### src/rtl/onehot_rr_arbiter.sv
// Round-robin arbiter with a registered one-hot grant and a hold counter that
// bounds how long one requester may keep the resource while others wait.
module onehot_rr_arbiter #(
    parameter int unsigned N        = 4,
    parameter int unsigned MAX_HOLD = 4,
    parameter int unsigned IDW      = $clog2(N)
) (
    input  logic           clk,
    input  logic           rst,
    input  logic [N-1:0]   req,
    output logic [N-1:0]   grant,
    output logic           grant_valid,
    output logic [IDW-1:0] grant_id
);

    localparam int unsigned HCW       = (MAX_HOLD == 0) ? 1 : $clog2(MAX_HOLD + 1);
    localparam int unsigned HOLD_LAST = (MAX_HOLD == 0) ? 0 : MAX_HOLD - 1;
    localparam int unsigned CW        = IDW + 1;

    localparam logic [0:0] IDLE  = 1'b0;
    localparam logic [0:0] GRANT = 1'b1;

    logic [0:0]     state;
    logic [0:0]     state_n;
    logic [IDW-1:0] ptr;
    logic [IDW-1:0] ptr_n;
    logic [HCW-1:0] hold_cnt;
    logic [HCW-1:0] hold_n;
    logic [N-1:0]   grant_n;
    logic [IDW-1:0] grant_id_n;
    logic           grant_valid_n;

    logic           found;
    logic [IDW-1:0] pick;
    logic [CW-1:0]  cand;
    logic           issue;

    // First set request bit at or after ptr, wrapping modulo N.
    always_comb begin
        found = 1'b0;
        pick  = '0;
        cand  = '0;
        for (int unsigned off = 0; off < N; off++) begin
            cand = {1'b0, ptr} + CW'(off);
            if (cand >= CW'(N)) begin
                cand = cand - CW'(N);
            end
            if (!found && req[cand[IDW-1:0]]) begin
                found = 1'b1;
                pick  = cand[IDW-1:0];
            end
        end
    end

    // Next-state and next-output decision.
    always_comb begin
        state_n    = state;
        ptr_n      = ptr;
        hold_n     = hold_cnt;
        grant_n    = grant;
        grant_id_n = grant_id;
        issue      = 1'b0;

        case (state)
            IDLE: begin
                if (found) begin
                    issue = 1'b1;
                end
            end
            GRANT: begin
                if (!req[grant_id]) begin
                    if (found) begin
                        issue = 1'b1;
                    end else begin
                        state_n    = IDLE;
                        grant_n    = '0;
                        grant_id_n = '0;
                        hold_n     = '0;
                    end
                end else if (MAX_HOLD != 0 && hold_cnt == HCW'(HOLD_LAST)) begin
                    // ptr already sits past the owner, so the owner is searched last
                    issue = 1'b1;
                end else if (hold_cnt != '1) begin
                    hold_n = hold_cnt + HCW'(1);
                end
            end
            default: begin
                state_n = IDLE;
            end
        endcase

        if (issue) begin
            state_n    = GRANT;
            grant_n    = N'(1) << pick;
            grant_id_n = pick;
            hold_n     = '0;
            ptr_n      = (pick == IDW'(N - 1)) ? '0 : pick + IDW'(1);
        end

        grant_valid_n = (state_n == GRANT);
    end

    // State and output registers.
    always_ff @(posedge clk or posedge rst) begin
        if (rst) begin
            state       <= IDLE;
            ptr         <= '0;
            hold_cnt    <= '0;
            grant       <= '0;
            grant_id    <= '0;
            grant_valid <= 1'b0;
        end else begin
            state       <= state_n;
            ptr         <= ptr_n;
            hold_cnt    <= hold_n;
            grant       <= grant_n;
            grant_id    <= grant_id_n;
            grant_valid <= grant_valid_n;
        end
    end

endmodule

### config.mk
export PLATFORM = sky130hd
export DESIGN_NAME = onehot_rr_arbiter
export DESIGN_NICKNAME = d
export VERILOG_FILES = /design/src/rtl/onehot_rr_arbiter.sv
export SDC_FILE = /design/constraint.sdc
export NUM_CORES = 1
export LEC_CHECK = 0
export ABC_CLOCK_PERIOD_IN_PS = 3400
export BUFFER_PORTS_ARGS = -buffer_cell sky130_fd_sc_hd__buf_2
export CORE_MARGIN = 2
export CORE_UTILIZATION = 57
export DETAILED_ROUTE_END_ITERATION = 12
export GPL_ROUTABILITY_DRIVEN = 1
export PLACE_DENSITY = 0.81
export SLEW_MARGIN = 40
export SYNTH_ARGS = -nofsm -noshare
export SYNTH_HDL_FRONTEND = slang
export SYNTH_SLANG_ARGS = --single-unit
### constraint.sdc
create_clock -name clk -period 3.4 [get_ports clk]
set_clock_uncertainty 0.05 [all_clocks]
set_input_delay 0.17 -clock clk [delete_from_list [all_inputs] [get_ports clk]]
set_output_delay 0.17 -clock clk [all_outputs]
set_load 0.02 [all_outputs]
[Word-level counts from Yosys, hierarchy flattened]
Index checks and enable logic that the tools add are counted.
Word-level totals
  bits in registers: 12
  bits in latches: 0
  bits in writable memories: 0
  ROM bits: 0
  output and inout port bits: 7
  word-level logic and storage cells: 86
  memories: 0
Operators by class
  add/subtract/negate cells: 9
  $mul: 0
  div/mod/pow operators: 0
  magnitude comparators: 9
  equality and inequality tests: 8
  shift-type cells: 1
  muxes and demuxes: 44
  bitwise operators: 1
  reduce and logical (&&, ||, !) cells: 9
Operators with widths (number)
  $mux 2: 13
  $mux 3: 6
  $mux 4: 4
  $lt 2x3->1 const B: 5
  $mux 1: 15
  $bmux 1 s2: 5
  $ge 3x3->1 const B: 3
  $sub 2x1->2 const B: 4
  $add 2x2->3 const B: 2
  $ne 3x3->1 const B: 2
  $reduce_and 4->1: 1
  $shl 1x2->4 const A: 1
  $add 2x1->3 const B: 1
  $add 3x1->3 const B: 1
  $eq 3x2->1 const B: 1
  $ge 2x3->1 const B: 1
  $logic_and 1x1->1: 3
  $logic_not 1->1: 3
  $ne 3x1->1 const B: 1
  $ne 3x2->1 const B: 1
  $reduce_and 3->1: 1
  $add 2x1->2 const B: 1
  $eq 2x2->1 const B: 1
  $ne 2x1->1 const B: 1
  4 further kinds: 4

[Longest topological paths before layout]
Gate-level depths: netlist (run 1).
  depth in word-level cells: 19
  gate-level depth with buffers: 8
  depth with buffers taken out: 8

[Least setup slack after synthesis (run 1)]
Ideal clock, no wire load.
  path type: register to register
  from: register hold_cnt[0]
  to: register ptr[1]
  library setup time: 0.128 ns
  arrival: 1.646 ns
  slack: 1.577 ns
  cell stages (with the launch flop): 7
  path buffers: 0
  period minus slack after synthesis: 1.823 ns
  path through: dfrtp_1 -> ha_1 -> ha_1 -> or2_2 -> o22ai_4 -> a21oi_2 -> mux2_1
On the way
  longest elaborated chain between the ends: 4
RTL lines
  start: declaration: RTL line 27  | logic [HCW-1:0] hold_cnt;
  start signal: assignment: RTL line 115  | hold_cnt <= hold_n;
  $eq 3x2->1: RTL line 80  | end else if (MAX_HOLD != 0 && hold_cnt == HCW'(HOLD_LAST)) begin
  $mux 1: RTL line 80
  $mux 1: RTL line 71  | if (!req[grant_id]) begin
  $pmux 1 s2: RTL line 64  | case (state)
  end signal: assignment: RTL line 114  | ptr <= ptr_n;
  end: declaration: RTL line 25  | logic [IDW-1:0] ptr;
Every way passes these cells.
A chain may end at the register's enable or synchronous reset.

[Final worst setup path (run 1)]
  from: register hold_cnt[0]
  to: register grant[2]
On the way
  longest elaborated chain between the ends: 6
  elaborated cells on any way between the ends: 9
RTL lines
  $eq 3x2->1 (*): RTL line 80
  $mux 1 (*): RTL line 80
  $mux 1 (*): RTL line 71
  $pmux 1 s2 (*): RTL line 64
  $ne 2x2->1 (no source line) (tied with other cells)
  $reduce_and 3->1 (no source line)
  end signal: assignment: RTL line 116  | grant <= grant_n;
  end: declaration: RTL line 11  | output logic [N-1:0] grant,
Every way passes the cells marked *; elsewhere a longest branch is shown, timed or not.

==> run_results.csv, run 1 <==
group,metric,value,unit
power,power-per-cell-area,793,nW/um^2
power,comb_power_share,50.6,%
power,internal-power,0.432,mW
layout,num_antenna_cells,0,
synthesis,synth.area.top_cells,"dfrtp_1 38%, ha_1 11%, inv_1 4.8%, a22o_1 4.5%, a221o_1 3.8%",
timing,top_achievable_clock_speed,509,MHz
synthesis,post-synth-top-area-fraction,38.3,%
layout,areaGrowthSynthToFinish,15.0,%
timing,layout_worst_path_cycle_share,57.8,%
power,vdd_drop_max,0.474,mV
worst_setup_path,ff2ff_path_depth,6,
placed_design,postPlaceCellArea,856,um^2
global_route,grt_start_max_net_pins,13,
worst_setup_path,timing_worst_setup_path_type,"reg -> reg",
routing,dr.first_iter.drc_count,10,
die,dieArea,1690,um^2
routing,detailroute.via_count,588,
global_route,antenna_found_initial,0,
global_route,grt_pass1_vias,515,
synthesis,postSynthNetCount,87,
routing,ant_nets,0,
die,chipHeight,41.1,um
power,switching_share,39.6,%
timing,report.final.setup_viol,0,
layout,final_area,902,um^2
timing,unrepaired_setup_endpoints_after_global_routing,"no",
worst_setup_path,r2r_slack,1.43,ns
synthesis,average_cell_area_after_synthesis,10.6,um^2
timing,final.hold.worst_slack,0.185,ns
synthesis,synth_area_leader_cell,"dfrtp_1",
worst_setup_path,reg2reg_to,"grant[2]$_DFFE_PP0P_",
power,seq_power_share,33.3,%
layout,drive_gt1_share,32.2,%
power,power.net_switching,0.283,mW
timing,final-max-slew-violation-count,0,
synthesis,yosysSeqAreaShare,38.3,%
synthesis,synthesis.area,785,um^2
worst_setup_path,crit_arrival,2.07,ns
routing,viasPerCell,5.60,
die,floorplan_die_width,41.1,um
synthesis,yosys_register_bits,12,
worst_setup_path,endpoint,"grant[2]$_DFFE_PP0P_",
cts,clockRootBuffer,"clkbuf_4",
global_route,grt.total_usage,20.6,%
cts,cts_num_sinks,12,
cts,cts_max_level,1,
cts,clk-insertion-delay-late,0.28,ns
cts,cts_repair_resize_count,0,
timing,final.min_clock_period,1.97,ns
flow_run,cap_viol_max_count,0,
cts,tritoncts,"built",
worst_setup_path,cp_data_required_time,3.51,ns
run_status,outcome,"completed",
synthesis,yosys_warnings,0,
min_path,hp-class,"in -> reg",
routing,drt_drc_violations_left,0,
power,fraction_of_power_consumed_by_the_clock_network,16.1,%
timing,fin_tns_setup,0,ns
worst_setup_path,endpoint_kind,"flop",
routing,drt_first_pass_iters,4,
synthesis,netlist_instances,74,
placed_design,detailed_place_hpwl,1040,um
layout,filler_cell_count,99,
worst_setup_path,r2r-start,"hold_cnt[0]$_DFFE_PP0P_",
global_route,grt-ovfl-total,0,
die,start_util,60.3,%
layout,layout.nets,104,
global_route,first_pass_grt_wire_length,2170,um
die,rows,13,
worst_setup_path,sort_of_element_at_the_start_of_the_critical_path,"flop",
power,power_leakage,0.463,nW
routing,drt-wirelength-per-cell,13.6,um
placed_design,place.gp.congestion,0.760,
timing,relSlewSlack,68.1,%
cts,numCtsBuffers,3,
worst_setup_path,worstSetupStartpoint,"hold_cnt[0]$_DFFE_PP0P_",
cts,clk_pin_slew,0.08,ns
timing,final-hold-violation-count,0,
die,core,1300,um^2
synthesis,synth_cell_types,30,
die,num_io_pins,13,
worst_setup_path,cp_max_fo,7,
cts,deepest_clock_path_buffer_count,2,
placed_design,portBuffers,12,
min_path,holdPathStages,3,
timing,worst_slew_pin_slew,0.478,ns
routing,wl,1420,um
-- worst min path at each step --
stage | to | slack (ns) | from
after floorplan | grant[0]$_DFFE_PP0P_ | -0.02 | rst
after global placement | hold_cnt[1]$_DFFE_PP0P_ | 0.14 | rst
after detailed placement | hold_cnt[0]$_DFFE_PP0P_ | 0.15 | rst
after CTS | state$_DFF_PP0_ | 0.17 | req[3]
after global routing | state$_DFF_PP0_ | 0.19 | req[3]
final | state$_DFF_PP0_ | 0.19 | req[3]
-- state kept, by name (all words and copies together), names as in the netlist --
name      cells
grant         4
ptr           2
hold_cnt      3
state         1
grant_id      2
-- cell type report --
cell class | instances | area [um^2] | area share, %
multi-input cells | 50 | 435 | 48.3
flip-flops and latches | 12 | 300 | 33.3
repair buffers | 13 | 70.1 | 7.77
inverters | 11 | 41.3 | 4.58
clock buffers | 4 | 36.3 | 4.02
well taps | 15 | 18.8 | 2.08
-- placed cells by master (no fill, tap or decap), types with 3 or more instances in the layout --
master	synthesis	routed
clkbuf_4	0	3
buf_2	0	12
inv_1	10	10
a22o_1	4	4
o21ai_0	3	3
a221o_1	3	3
a21oi_1	5	5
ha_1	7	7
dfrtp_1	12	12
nand2_1	7	7
-- routing by layer --
layer	global-route usage, %	wire length, um	up-vias	share of wire, %
met3	10.3	77	4	5.4
li1	-	-	299	-
met4	5.65	19	0	1.3
met1	25.9	682	271	48
met2	30.9	644	14	45
met5	0	0	-	0
-- critical path: stages (launching register included) --
cell     delay [ns]
dfrtp_1        0.40
ha_1           0.23
ha_1           0.19
or2_2          0.30
o22ai_4        0.22
nor2_1         0.13
a221o_1        0.32
-- power groups by stage --
stage / clock network, mW / logic (mW) / registers, mW
after floorplan: 0 / 0.250 / 0.268
after global placement: 0 / 0.352 / 0.241
after detailed placement: 0 / 0.360 / 0.241
after CTS: 0.117 / 0.363 / 0.239
after global routing: 0.123 / 0.406 / 0.247
final: 0.115 / 0.362 / 0.238
-- stage by stage --
step | setup WS [ns] | total power, mW | utilization [%] | std cells
2_1_floorplan | 1.58 | 0.518 | - | 74
3_3_place_gp | 1.47 | 0.592 | 65.8 | 100
3_5_place_dp | 1.46 | 0.600 | 65.8 | 100
4_1_cts | 1.43 | 0.719 | 69.3 | 105
5_1_grt | 1.30 | 0.776 | 69.3 | 105
6_report | 1.43 | 0.715 | 69.3 | 105
-- synth_stat cells, drive strengths merged --
master	instances
dfrtp	12
inv	11
ha	7
nand2	7
a21oi	6
a221o	5
a22o	4
o21ai	3
mux2	2
mux2i	2
nor2	2
a21o	1
a22oi	1
a2bb2o	1
a2bb2oi	1
a31o	1
and2	1
buf	1
nand2b	1
nor3	1
nor3b	1
nor4	1
o22ai	1
or2	1
-- what timing repair did --
action                                 in CTS  in global routing
endpoints found under the hold margin      12                  0
hold buffers                                1                  0
setup buffers                               0                  0
-- kinds of logic (layout without fill, tap and decap cells) --
| family | after synthesis | count (layout) | share of synthesized area, % |
|---|---|---|---|
| multiplexers | 4 | 4 | 6.38 |
| flip-flops | 12 | 12 | 38.3 |
| adder cells (fa/ha/maj) | 7 | 7 | 11.2 |
| AO/OA/AOI/OAI | 24 | 24 | 26.0 |
| buffers and inverters | 12 | 28 | 6.22 |
| AND/OR/NAND/NOR | 15 | 15 | 12.0 |
No activity file was read; power rests on OpenSTA's default activity.
==> run 2: changes to the inputs <==
ABC_CLOCK_PERIOD_IN_PS = 1800   (was 3400)
CORE_UTILIZATION = 48   (was 57)
PLACE_DENSITY = 0.72   (was 0.81)
clock period = 1.8 ns   (was 3.4 ns; I/O delays follow)
==> run_results.csv, run 2 (synthesis results as in run 1) <==
group,metric,value,unit
layout,ff_latch_area,300,um^2
power,internal-power,0.941,mW
worst_setup_path,timing_worst_setup_path_type,"reg -> reg",
flow_run,cap_viol_max_count,0,
layout,largest-register,"grant",
routing,drt_first_pass_iters,4,
worst_setup_path,ff2ff_path_depth,6,
power,power_leakage,0.491,nW
die,core,1520,um^2
die,start_util,51.5,%
die,floorplan_die_width,44.4,um
routing,dr.first_iter.drc_count,15,
placed_design,portBuffers,12,
power,power-per-cell-area,1530,nW/um^2
worst_setup_path,crit_arrival,1.95,ns
timing,final-hold-violation-count,0,
cts,clk-insertion-delay-late,0.27,ns
global_route,antenna_found_initial,0,
global_route,grt_pass1_vias,639,
layout,filler_cell_count,120,
run_status,violations,"setup timing",
layout,areaGrowthSynthToFinish,27.6,%
routing,drt-wirelength-per-cell,14.5,um
routing,met2WireLength,796,um
power,switching_share,38.7,%
layout,num_antenna_cells,0,
placed_design,detailed_place_hpwl,1150,um
layout,layout.cells.most_common_list,"12 x dfrtp_1, 12 x buf_2, 9 x inv_1",
timing,relSlewSlack,65.2,%
die,dieArea,1970,um^2
routing,detailroute.via_count,628,
routing,route.layer.met1.wl,732,um
global_route,grt.total_usage,18.9,%
global_route,grt_start_max_net_pins,13,
placed_design,dp.cells,105,
cts,cts_num_sinks,12,
cts,cts_max_level,1,
cts,clk_pin_slew,0.08,ns
cts,clockRootBuffer,"clkbuf_4",
layout,layout.nets,109,
routing,viasPerCell,5.66,
timing,setup_ws,-0.0406,ns
power,fraction_of_power_consumed_by_the_clock_network,13.8,%
timing,final-max-slew-violation-count,0,
cts,numCtsBuffers,3,
layout,multi_input_comb_area,492,um^2
run_status,outcome,"finished, violations left",
layout,drive_gt1_share,46.3,%
power,seq_power_share,30.1,%
timing,report.final.setup_viol,7,
timing,layout_worst_path_cycle_share,102,%
cts,deepest_clock_path_buffer_count,2,
die,chipHeight,44.4,um
min_path,holdPathStages,3,
worst_setup_path,cp_max_fo,6,
routing,maxUsedRoutingLayer,"met4",
min_path,hp-class,"in -> reg",
routing,drt_drc_violations_left,0,
worst_setup_path,sort_of_element_at_the_start_of_the_critical_path,"flop",
die,rows,14,
power,vdd_drop_max,0.933,mV
timing,final.min_clock_period,1.84,ns
layout,largest_register_ffs,4,
global_route,first_pass_grt_wire_length,2730,um
power,power.net_switching,0.594,mW
timing,unrepaired_setup_endpoints_after_global_routing,"yes",
timing,worst_slew_pin_slew,0.518,ns
cts,tritoncts,"built",
layout,reg_top3,"grant (4), hold_cnt (3)",
die,num_io_pins,13,
power,comb_power_share,56.1,%
layout,final-instance-count-excl-fill,111,
routing,route.met3.wl,65,um
global_route,grt-ovfl-total,0,
routing,ant_nets,0,
placed_design,postPlaceCellArea,887,um^2
routing,wl,1610,um
timing,top_achievable_clock_speed,543,MHz
placed_design,place.gp.congestion,0.815,
worst_setup_path,cp_data_required_time,1.91,ns
layout,final_area,1000,um^2
worst_setup_path,endpoint_kind,"flop",
[run 2: power groups by stage]
stage               logic (mW)  registers (mW)  clock network [mW]
finish                   0.861           0.461               0.211
global route             0.946           0.475               0.230
CTS                      0.843           0.461               0.219
detailed placement       0.739           0.457                   0
global placement         0.729           0.450                   0
floorplan                0.472           0.506                   0
[run 2: area by class of cell]
type | instances | area share (%)
repair buffers | 18 | 11.1
well taps | 16 | 2.00
clock buffers | 4 | 3.62
inverters | 11 | 4.13
flip-flops and latches | 12 | 30.0
multi-input cells | 50 | 49.1
[run 2: stage by stage]
stage / hold slack, ns / TNS, ns / util (%) / worst slack (ns) / power, mW
2_1_floorplan: -0.0953 / 0 / - / 0.00503 / 0.978
3_3_place_gp: 0.0611 / -0.00930 / 58.2 / -0.00930 / 1.18
3_5_place_dp: 0.0619 / -0.254 / 58.2 / -0.0554 / 1.20
4_1_cts: 0.110 / -0.0110 / 65.3 / -0.00621 / 1.52
5_1_grt: 0.146 / -0.768 / 65.7 / -0.113 / 1.65
6_report: 0.131 / -0.129 / 65.7 / -0.0406 / 1.53
[run 2: path summary, 6_finish.rpt]
check	start	endpoint	slack [ns]
worst min-delay path	req[3]	state$_DFF_PP0_	0.13
max in group asynchronous	rst	grant_id[1]$_DFFE_PP0P_	1.09
min in group asynchronous	rst	hold_cnt[2]$_DFFE_PP0P_	0.31
worst max-delay path	hold_cnt[0]$_DFFE_PP0P_	ptr[1]$_DFFE_PP0P_	-0.04
worst max register to register	hold_cnt[0]$_DFFE_PP0P_	ptr[1]$_DFFE_PP0P_	-0.04
worst min register to register	grant[3]$_DFFE_PP0P_	grant[3]$_DFFE_PP0P_	0.48
[run 2: repair_timing]
item,4_1_cts,5_1_grt
setup buffers,1,0
hold endpoints to repair,12,0
pin swaps,4,6
hold buffers,1,0
endpoints found under the setup margin,7,10
cloned,0,0
resized for setup,13,2
[run 2: worst max-delay path: stages (launching register included)]
cell and delay (ns):
dfrtp_1 0.39, ha_2 0.21, ha_4 0.16, or2_4 0.23
o22ai_4 0.25, a21oi_4 0.12, mux2_4 0.32
[run 2: layer usage]
| metal | vias to the layer above | global-route usage (%) |
|---|---|---|
| met5 | - | 0 |
| met2 | 14 | 31.8 |
| met1 | 304 | 24.0 |
| li1 | 308 | - |
| met4 | 0 | 3.03 |
| met3 | 2 | 6.53 |
==> run 3: changes to the inputs <==
CAP_MARGIN = 25   (was unset)
PLACE_DENSITY = 0.79   (was 0.72)
==> run_results.csv, run 3 (synthesis results as in run 1) <==
group,metric,value,unit
run_status,outcome,"finished, violations left",
run_status,violations,"setup timing",
min_path,holdPathStages,3,
worst_setup_path,sort_of_element_at_the_start_of_the_critical_path,"flop",
routing,viasPerCell,5.68,
layout,layout.nets,114,
timing,final.hold.worst_slack,0.119,ns
worst_setup_path,ff2ff_path_depth,6,
cts,clk_pin_slew,0.08,ns
layout,largest_register_ffs,4,
worst_setup_path,cp.buffers_inverters,0,
global_route,first_pass_grt_wire_length,2820,um
timing,final.min_clock_period,1.83,ns
timing,fin_tns_setup,-0.111,ns
timing,relSlewSlack,66.8,%
worst_setup_path,cp_data_required_time,1.92,ns
layout,drive_gt1_share,55.0,%
cts,tritoncts,"built",
worst_setup_path,endpoint_kind,"flop",
timing,worst_slew_pin_slew,0.494,ns
min_path,whs_endpoint,"state$_DFF_PP0_",
placed_design,dp.cells,106,
layout,most_common_cell_after_layout_fill_and_taps_aside,"buf_2",
die,dieArea,1970,um^2
global_route,grt_util_met2,37.1,%
routing,drt_first_pass_iters,4,
layout,largest-register,"grant",
global_route,met3_layer_usage_reported_by_global_route,2.45,%
worst_setup_path,critical_path.slowest_cell,"dfrtp_1",
cts,cts_num_sinks,12,
routing,dr.first_iter.drc_count,11,
global_route,grt_busiest_layer,"met2",
layout,reg_top3,"grant (4), hold_cnt (3)",
routing,ant_nets,0,
cts,deepest_clock_path_buffer_count,2,
worst_setup_path,crit_arrival,1.95,ns
min_path,hold_start,"req[3]",
global_route,grt-ovfl-total,0,
worst_setup_path,r2r-start,"hold_cnt[1]$_DFFE_PP0P_",
min_path,hp-class,"in -> reg",
layout,final-instance-count-excl-fill,116,
worst_setup_path,critical_path_cell_by_cell,"ha_2 > ha_4 > or2_4 > o22ai_4 > a21oi_4 > mux2_4",
power,p_total,1.70,mW
placed_design,place.gp.congestion,0.753,
routing,drt-wirelength-per-cell,15.9,um
timing,final-max-slew-violation-count,0,
worst_setup_path,cp_max_fo,7,
layout,filler_cell_count,117,
timing,unrepaired_setup_endpoints_after_global_routing,"yes",
worst_setup_path,critical_path.top_delay_family,"flip-flops",
global_route,met1_usage,23.3,%
cts,clockRootBuffer,"clkbuf_4",
global_route,grt_pass1_vias,674,
power,power_leakage,0.517,nW
worst_setup_path,timing_worst_setup_path_type,"reg -> reg",
die,start_util,51.5,%
timing,top_achievable_clock_speed,546,MHz
timing,setup_ws,-0.0319,ns
global_route,antenna_found_initial,0,
worst_setup_path,worst_path_largest_cell_delay,0.40,ns
cts,numCtsBuffers,3,
cts,cts_max_level,1,
layout,num_antenna_cells,0,
layout,final_core_utilization,70.4,%
routing,detailroute.via_count,659,
worst_setup_path,reg2reg_to,"ptr[1]$_DFFE_PP0P_",
routing,drt_drc_violations_left,0,
die,chipHeight,44.4,um
power,power-per-cell-area,1580,nW/um^2
worst_setup_path,r2r_slack,-0.03,ns
flow_run,cap_viol_max_count,0,
layout,final_area,1070,um^2
layout,areaGrowthSynthToFinish,36.8,%
timing,layout_worst_path_cycle_share,102,%
placed_design,postPlaceCellArea,895,um^2
placed_design,portBuffers,12,
placed_design,detailed_place_hpwl,1230,um
layout,layout.cells.most_common_list,"12 x buf_2, 11 x dfrtp_1, 9 x buf_4",
global_route,grt.total_usage,20.2,%
power,vdd_drop_max,0.783,mV
die,core,1520,um^2
routing,wl,1840,um
die,floorplan_die_width,44.4,um
timing,report.final.setup_viol,6,
global_route,grt_start_max_net_pins,13,
cts,clk-insertion-delay-late,0.28,ns
die,rows,14,
placed_design,dpl_worst_slack,-0.0884,ns
timing,final-hold-violation-count,0,
die,num_io_pins,13,
==> run 3: cell types whose count changed in the layout (fill, tap and decap cells not counted), moves of 2 or more <==
| cell | before | now |
|---|---|---|
| buf_4 | 4 | 9 |
| ha_2 | 3 | 1 |
| inv_1 | 9 | 6 |
| inv_2 | 2 | 5 |
| ha_4 | 1 | 3 |
==> run 3: power by group <==
| part | internal, mW | switching, mW | total (mW) |
|---|---|---|---|
| sequential | 0.371 | 0.108 | 0.479 |
| clock | 0.123 | 0.0930 | 0.216 |
| combinational | 0.538 | 0.466 | 1.00 |
==> run 3: layout make-up <==
| class | instances | area [um^2] | share of cell area [%] |
|---|---|---|---|
| multi-input cells | 50 | 526 | 49.0 |
| flip-flops and latches | 12 | 302 | 28.1 |
| repair buffers | 23 | 149 | 13.9 |
| inverters | 11 | 41.3 | 3.85 |
| clock buffers | 4 | 36.3 | 3.38 |
| well taps | 16 | 20.0 | 1.86 |
==> run 3: worst register-to-register path, delay by kind of cell, from the launching register on <==
kind / cells / cell delay, ns
compound gates: 2 / 0.34
fa+ha+maj: 2 / 0.37
flops: 1 / 0.40
mux: 1 / 0.32
simple gates: 1 / 0.23
==> run 3: repair_timing <==
item / in CTS / in global routing
resized for setup: 11 / 13
endpoints found under the setup margin: 9 / 11
hold buffers: 1 / 0
pin swaps: 3 / 6
hold endpoints to repair: 12 / 0
setup buffers: 2 / 3
==> run 3: worst max-delay path by stage <==
stage,depth (start not counted),from,end,slack [ns]
6_report,6,hold_cnt[1]$_DFFE_PP0P_,ptr[1]$_DFFE_PP0P_,-0.03
5_1_grt,6,hold_cnt[1]$_DFFE_PP0P_,ptr[1]$_DFFE_PP0P_,-0.1
4_1_cts,6,hold_cnt[1]$_DFFE_PP0P_,ptr[1]$_DFFE_PP0P_,-0.04
3_5_place_dp,6,hold_cnt[0]$_DFFE_PP0P_,ptr[1]$_DFFE_PP0P_,-0.09
3_3_place_gp,6,hold_cnt[0]$_DFFE_PP0P_,ptr[1]$_DFFE_PP0P_,-0.02
2_1_floorplan,6,hold_cnt[0]$_DFFE_PP0P_,ptr[1]$_DFFE_PP0P_,0.005
==> run 3: per-layer routing <==
| metal | vias to the layer above | wire length [um] |
|---|---|---|
| li1 | 319 | - |
| met1 | 319 | 798 |
| met2 | 14 | 930 |
| met3 | 7 | 47 |
| met4 | 0 | 62 |
| met5 | - | 0 |
